$ cat config.mk
export PLATFORM = sky130hd
export DESIGN_NAME = flag_cond_unit
export DESIGN_NICKNAME = d
export VERILOG_FILES = /design/src/rtl/flag_cond_unit.sv
export SDC_FILE = /design/constraint.sdc
export NUM_CORES = 1
export LEC_CHECK = 0
export ABC_AREA = 1
export CAP_MARGIN = 20
export CORE_ASPECT_RATIO = 0.6
export CORE_MARGIN = 4
export CORE_UTILIZATION = 50
export DETAILED_ROUTE_END_ITERATION = 10
export GPL_TIMING_DRIVEN = 1
export PLACE_DENSITY = 0.75
export REMOVE_ABC_BUFFERS = 1
export SLEW_MARGIN = 30
export SYNTH_ARGS = -nofsm -noshare
export SYNTH_HDL_FRONTEND = slang
export SYNTH_SLANG_ARGS = --single-unit
$ cat constraint.sdc
create_clock -name clk -period 1.4 [get_ports clk]
set_input_delay 0.28 -clock clk [delete_from_list [all_inputs] [get_ports clk]]
set_output_delay 0.28 -clock clk [all_outputs]
set_load 0.01 [all_outputs]
$ cat src/rtl/flag_cond_unit.sv
// ============================================================================
// Module   : flag_cond_unit
// Purpose  : Consumer end of the 64-bit ALU flag outputs. Captures NZCV from
//            flag-setting ALU ops into the architectural flags register and
//            resolves A64 B.cond condition queries over a valid/ready
//            handshake. A counter of in-flight flag writers makes sure a
//            query is never evaluated against stale flags.
// Ports    : clk          - clock, all state on the rising edge
//            reset_n      - asynchronous active-low reset
//            alu_negative - ALU N flag
//            alu_zero     - ALU Z flag
//            alu_carry    - ALU C flag
//            alu_overflow - ALU V flag
//            set_flags    - ALU flags valid; write flags, retire one writer
//            pend_issue   - flag-setting op issued (its set_flags comes later)
//            cond_valid   - condition query valid
//            cond_code    - A64 condition code of the query
//            cond_ready   - query accepted when cond_valid & cond_ready
//            take_valid   - resolution valid
//            take         - 1 = condition true (branch taken)
//            take_ready   - branch logic consumes the resolution
//            flags_q      - registered {N,Z,C,V}
//            pend_err     - sticky writer-counter over/underflow indication
// Config   : FLAG_FWD_EN  - when defined, a query waiting on the last
//            in-flight writer is evaluated on the incoming ALU flags in the
//            same cycle they arrive, saving one cycle.
// Revision : 1.0 - initial release
// ============================================================================
`default_nettype none

module flag_cond_unit #(
  parameter int unsigned PEND_W    = 2,
  parameter logic [3:0]  FLAGS_RST = 4'b0000
) (
  input  logic       clk,
  input  logic       reset_n,
  input  logic       alu_negative,
  input  logic       alu_zero,
  input  logic       alu_carry,
  input  logic       alu_overflow,
  input  logic       set_flags,
  input  logic       pend_issue,
  input  logic       cond_valid,
  input  logic [3:0] cond_code,
  output logic       cond_ready,
  output logic       take_valid,
  output logic       take,
  input  logic       take_ready,
  output logic [3:0] flags_q,
  output logic       pend_err
);

  typedef enum logic [1:0] {
    S_IDLE = 2'd0,
    S_WAIT = 2'd1,
    S_DONE = 2'd2
  } state_t;

  localparam logic [PEND_W-1:0] PEND_MAX  = {PEND_W{1'b1}};
  localparam logic [PEND_W-1:0] PEND_ZERO = '0;
  localparam logic [PEND_W-1:0] PEND_ONE  = PEND_W'(1);

  state_t            state;
  logic [PEND_W-1:0] pend;
  logic [3:0]        code_q;
  logic [3:0]        alu_flags;
  logic              pend_zero;
  logic              fwd_hit;
  logic              accept;

  assign alu_flags  = {alu_negative, alu_zero, alu_carry, alu_overflow};
  assign pend_zero  = (pend == PEND_ZERO);
  assign cond_ready = (state == S_IDLE);
  assign accept     = cond_valid && cond_ready;

  // Forwarding is only safe when the incoming write is the very last
  // outstanding one; a same-cycle pend_issue means another writer follows.
`ifdef FLAG_FWD_EN
  assign fwd_hit = (pend == PEND_ONE) && set_flags && !pend_issue;
`else
  assign fwd_hit = 1'b0;
`endif

  // A64 condition evaluation over f = {N,Z,C,V}.
  function automatic logic cond_eval(input logic [3:0] code, input logic [3:0] f);
    logic n, z, c, v;
    logic res;
    n = f[3];
    z = f[2];
    c = f[1];
    v = f[0];
    case (code)
      4'h0:    res = z;
      4'h1:    res = !z;
      4'h2:    res = c;
      4'h3:    res = !c;
      4'h4:    res = n;
      4'h5:    res = !n;
      4'h6:    res = v;
      4'h7:    res = !v;
      4'h8:    res = c && !z;
      4'h9:    res = !c || z;
      4'hA:    res = (n == v);
      4'hB:    res = (n != v);
      4'hC:    res = !z && (n == v);
      4'hD:    res = z || (n != v);
      default: res = 1'b1;  // AL and NV are both unconditional
    endcase
    return res;
  endfunction

  // --------------------------------------------------------------------------
  // Architectural flags register
  // --------------------------------------------------------------------------
  always_ff @(posedge clk or negedge reset_n) begin
    if (!reset_n) begin
      flags_q <= FLAGS_RST;
    end else if (set_flags) begin
      flags_q <= alu_flags;
    end
  end

  // --------------------------------------------------------------------------
  // In-flight flag-writer counter with sticky error on over/underflow.
  // Simultaneous issue and retire cancel out, even at the limits.
  // --------------------------------------------------------------------------
  always_ff @(posedge clk or negedge reset_n) begin
    if (!reset_n) begin
      pend     <= PEND_ZERO;
      pend_err <= 1'b0;
    end else begin
      if (pend_issue && !set_flags) begin
        if (pend == PEND_MAX) begin
          pend_err <= 1'b1;
        end else begin
          pend <= pend + PEND_ONE;
        end
      end else if (set_flags && !pend_issue) begin
        if (pend_zero) begin
          pend_err <= 1'b1;
        end else begin
          pend <= pend - PEND_ONE;
        end
      end
    end
  end

  // --------------------------------------------------------------------------
  // Query FSM with registered resolution outputs
  // --------------------------------------------------------------------------
  always_ff @(posedge clk or negedge reset_n) begin
    if (!reset_n) begin
      state      <= S_IDLE;
      code_q     <= 4'h0;
      take_valid <= 1'b0;
      take       <= 1'b0;
    end else begin
      case (state)
        S_IDLE: begin
          if (accept) begin
            code_q <= cond_code;
            // AL/NV never depend on flags, so they need not wait.
            if ((cond_code[3:1] == 3'b111) || pend_zero) begin
              take       <= cond_eval(cond_code, flags_q);
              take_valid <= 1'b1;
              state      <= S_DONE;
            end else if (fwd_hit) begin
              take       <= cond_eval(cond_code, alu_flags);
              take_valid <= 1'b1;
              state      <= S_DONE;
            end else begin
              state <= S_WAIT;
            end
          end
        end
        S_WAIT: begin
          // pend is registered, so pend==0 implies flags_q already holds the
          // last writer's result.
          if (pend_zero) begin
            take       <= cond_eval(code_q, flags_q);
            take_valid <= 1'b1;
            state      <= S_DONE;
          end else if (fwd_hit) begin
            take       <= cond_eval(code_q, alu_flags);
            take_valid <= 1'b1;
            state      <= S_DONE;
          end
        end
        S_DONE: begin
          if (take_ready) begin
            take_valid <= 1'b0;
            state      <= S_IDLE;
          end
        end
        default: begin
          take_valid <= 1'b0;
          state      <= S_IDLE;
        end
      endcase
    end
  end

endmodule

`default_nettype wire

* Yosys cells after proc, flatten, opt, wreduce, memory -nomap -nowiden *
Index checks and enable logic that the tools add are counted.

word-level totals
  word-level logic and storage cells = 98
  register bits = 15
  input port bits = 14
  output and inout bits = 8

cells by class
  reduce and logical (&&, ||, !) cells = 27
  add/sub/neg operators = 2
  equal/unequal tests = 39
  multiplexer cells = 23

operator list
  cell                                                   count
  equality test 4 bit, second input constant             12
  equality test 4 x 3 -> 1 bit, second input constant    8
  one-hot mux 1 bit (14 select lines)                    2
  equality test 4 x 2 -> 1 bit, second input constant    4
  two-way mux 2 bit                                      8
  two-way mux 1 bit                                      10
  AND reduction 3 bit                                    3
  equality test 4 x 1 -> 1 bit, second input constant    2
  logical NOT 4 bit                                      2
  inequality test 2 x 1 -> 1 bit, second input constant  4
  AND reduction 4 bit                                    2
  logical NOT 1 bit                                      6
  inequality test 2 bit, second input constant           3
  one-hot mux 2 bit (3 select lines)                     1
  nonzero test 2 bit                                     3
  logical AND 1 bit                                      5
  equality test 2 bit, second input constant             2
  logical NOT 2 bit                                      2
  equality test 3 bit, second input constant             1
  logical OR 1 bit                                       3
  one-hot mux 1 bit (3 select lines)                     1
  adder 2 x 1 -> 2 bit, second input constant            1
  equality test 2 x 1 -> 1 bit, second input constant    1
  one-hot mux 1 bit (2 select lines)                     1
  4 further kinds                                        4

* Depth between registers and ports, before layout *
  depth in word-level cells = 6
  mapped depth = 10
  gate-level depth less buffers = 10

* Worst setup path before layout *
Ideal clock, no wire load.

  path kind = flip-flop to flip-flop
  from = register pend[1]
  to = register take_valid
  arrival = 1136 ps
  setup time = 119 ps
  period minus slack after synthesis = 1256 ps
  cell stages (with the launch flop) = 7
  required time = 1281 ps
  setup slack = 144 ps
  path buffers = 0
  cell sequence = dfrtp_1 > or2_4 > nand2_4 > o21ai_2 > or2_1 > o21ai_2 > nand2_1

between the ends
  cells in the longest elaborated chain, start to end = 4
  elaborated cells between the ends (all ways) = 5
  those cells by class = 2 x eq/ne; 3 x reduce/logical

ends and longest elaborated chain
  what                                      line  text
  start, declared                           64    logic [PEND_W-1:0] pend;
  start signal, assigned                    136   pend <= pend + PEND_ONE;
  start signal, assigned                    142   pend <= pend - PEND_ONE;
  logical NOT 2 bit *                       72    assign pend_zero = (pend == PEND_ZERO);
  logical OR 1 bit                          163   if ((cond_code[3:1] == 3'b111) || pend_zero) begin
  inequality test 2 x 1 -> 1 bit (no line)  -
  AND reduction 4 bit (no line) *           -
  end signal, assigned                      165   take_valid <= 1'b1;
  end signal, assigned                      169   take_valid <= 1'b1;
  end signal, assigned                      181   take_valid <= 1'b1;
  end, declared                             46    output logic take_valid,

Mark *: on every way between the ends. The rest lies on a longest branch, timed or not.
A chain may end at the register's enable or synchronous reset.

* Worst setup path after layout *
  from = register flags_q[0]
  to = register take

between the ends
  cells in the longest elaborated chain, start to end = 6
  elaborated cells between the ends (all ways) = 11
  those cells by class = 2 x eq/ne; 6 x mux; 3 x reduce/logical

ends and longest elaborated chain
  what                                                                 line      text
  start, declared                                                      49        output logic [3:0] flags_q,
  start signal, assigned                                               119       flags_q <= alu_flags;
  inequality test 1 bit / equality test 1 bit (equally long branches)  -
  logical OR 1 bit / logical AND 1 bit (equally long branches)         106, 105
  one-hot mux 1 bit (14 select lines)                                  92        case (code)
  two-way mux 1 bit                                                    163
  two-way mux 1 bit                                                    160       if (accept) begin
  one-hot mux 1 bit (2 select lines) *                                 158       case (state)
  end signal, assigned                                                 164       take <= cond_eval(cond_code, flags_q);
  end signal, assigned                                                 168       take <= cond_eval(cond_code, alu_flags);
  end signal, assigned                                                 180       take <= cond_eval(code_q, flags_q);
  end, declared                                                        47        output logic take,

Mark *: on every way between the ends. The rest lies on a longest branch, timed or not. The select of a mux whose other input is x is not followed.

==> results.yml <==
critical_path:
  crit_required_ns: 1.59
  critPathArrivalTime_ns: 1.58
  endpoint: "take"
  critPathCaptureType: "register"
  crit_path_max_fanout: 5
  setup.worst_path.start: "flags_q[0]"
  reg2reg_from: "flags_q[0]"
  r2r-end: "take"
  ff2ff_path_depth: 11
  path_class: "register to register"
  cp-start-kind: "register"
  rrSetupSlack_ns: 0.01
logic_synthesis:
  synth-xor-area-share: 0
  synth_compound_area_frac: 0.0854
  yosysTopAreaCellShare: 0.346
  ys_seq_elements: 15
  synth-edff-count: 0
  synth_top_area_cell: "dfrtp_1"
  synth_cells: 175
  synth_top_family_by_area: "simple AND/OR/NAND/NOR gates"
  muxShareOfSynthArea: 0
  synthAdderAreaFrac: 0.0231
  async_flop_share: 1.00
  yosys.cell_types.count: 22
  synth_area_sq_mm: 0.00108
  synthFlopType: "dfrtp_1"
  yosys.area_share.simple: 0.456
  seq_area_frac_synth: 0.346
  yosysWarnings: 0
  syn_avg_cell_area_sq_um: 6.20
  yosys-top-cells-area: "dfrtp_1, nand2_1, inv_1"
floorplan:
  core_sq_mm: 0.00195
  dieHeight_um: 44.1
  initial_core_util: 0.556
  row_count: 12
  dieWidth_um: 68.1
  ioPinCount: 22
  die_area_sq_mm: 0.00300
timing:
  finalWorstSetupSlack_ns: 0.0111
  rsz0062_at_grt: "yes"
  finClkSkew_ns: 0.00449
  hold_violations: 0
  finalCritPeriodShare: 0.992
  worstMarginPinSlew_ns: 0.249
  fin_crit_ns: 1.39
  fmax_mhz: 720
  slew_violations: 0
  slew_headroom: 0.833
  setup_violations: 0
clock_network:
  cts_made_buffers: 3
  hold_buffers: 0
  clockBufferDepth: 2
  clockRootBuffer: "clkbuf_4"
  cts_tree: "built"
  clkTransAtPathRegs_ns: 0.10
  cts_max_level: 1
  cts.sink_count: 15
  clock_latency_ns: 0.29
run_status:
  outcome: "complete, no violations"
detailed_routing:
  route.detailed.drc: 0
  vias: 1345
  ant_nets: 0
  dr.pass1.iters: 5
  wl_mm: 3.52
  drt_iter0_markers: 123
  viasPerCell: 5.30
  avgRoutedWirePerCell_um: 13.8
cells_and_area:
  fillers: 128
  final-instance-count-excl-fill: 254
  area_delta_synth_final_pct: 48.1
  drive_gt1_frac: 0.270
  final_common_cell: "nand2_1"
  fin_nets: 243
  diodes: 0
  final_cell_mix: "nand2_1, buf_4, inv_1, nand3_1, dfrtp_1"
placed_design:
  place.gp.congestion: 0.974
  place_ws_ns: -0.265
  portBuffers: 21
  dp_hpwl_mm: 2.50
  dpl.cell_count: 238
power:
  powerDensity_mw_per_mm2: 1450
  peakVddDrop_uv: 786
  leakagePower_uw: 0.000894
  power_uw: 2340
global_route:
  antenna_found_initial: 0
  grt_pass1_vias: 1137
  grt_start_max_net_pins: 16
  grt_pass1_wl_mm: 5.23
  grt_usage: 0.234
  grt-ovfl-total: 0
worst_hold_path:
  hold_class: "input pin to async pin"
flow_run:
  drv_cap: 0
flip-flops by register name (all words and copies together), names as in the netlist:
signal      cells
pend_err        1
pend            2
take_valid      1
take            1
flags_q         4
state           2
code_q          4
how the worst min path moves through the flow:
| stage | endpoint | slack, ns | from |
|---|---|---|---|
| 2_1_floorplan | code_q[0] | -0.02 | reset_n |
| 3_3_place_gp | pend_err | 0.46 | pend_err |
| 3_5_place_dp | pend_err | 0.46 | pend_err |
| 4_1_cts | flags_q[1] | 0.29 | reset_n |
| 5_1_grt | flags_q[1] | 0.30 | reset_n |
| 6_report | flags_q[1] | 0.29 | reset_n |
critical path: stages (launching register included):
cell and delay, ns:
dfrtp_1 0.38, buf_6 0.13, inv_4 0.04, nand2_1 0.07, nand2_2 0.10, buf_4 0.15
nand2_1 0.06, nand2_1 0.05, nor2_1 0.11, nand3_1 0.09, nand3_2 0.08, nand2_1 0.05
layer usage:
metal / up-vias / track usage / wire length, um
met1: 597 / 0.343 / 1480
li1: 649 / - / -
met5: - / 0 / 0
met3: 15 / 0.0685 / 352
met2: 84 / 0.352 / 1600
met4: 0 / 0.0237 / 85
synthesized netlist by cell type (2+ instances only):
master / count
ha_1: 2
nand2_1: 74
dfrtp_1: 15
o21ai_0: 10
or2_1: 2
nand3_1: 18
o21ai_2: 2
nor2_1: 14
inv_1: 25
report_power, final:
group	internal [uW]	leakage [uW]	switching, uW
Sequential	577	0.000181	149
Combinational	581	0.000696	773
Clock	106	0.0000177	149
logic make-up (layout without fill, tap and decap cells):
group / Yosys count / count (layout)
simple gates: 116 / 116
buf+inv: 26 / 77
compound gates: 16 / 16
flops: 15 / 15
fa+ha+maj: 2 / 2
timing repair:
item                       in CTS  in global routing
pin swaps                       0                 11
setup buffers                   4                  8
resized for setup              10                 30
cloned                          0                  0
setup endpoints to repair       8                  4
stage by stage:
step	hold WS, ns	TNS [ns]	utilization	instance area, sq um
2_1_floorplan	-0.0156	0	-	1080
4_1_cts	0.292	-0.0553	0.763	1490
3_3_place_gp	0.458	-0.644	0.737	1440
6_report	0.288	0	0.823	1610
3_5_place_dp	0.458	-0.826	0.737	1440
5_1_grt	0.300	-0.0560	0.823	1610
layout make-up:
| class | count | area, sq um | area share |
|---|---|---|---|
| Inverter | 25 | 100 | 0.0623 |
| Sequential cell | 15 | 377 | 0.234 |
| Tap cell | 28 | 35.0 | 0.0218 |
| Clock buffer | 3 | 22.5 | 0.0140 |
| Timing Repair Buffer | 48 | 407 | 0.253 |
| Clock inverter | 1 | 5.00 | 0.00312 |
| Multi-Input combinational cell | 134 | 661 | 0.411 |
Note: power is estimated with default switching activity, not from simulation.
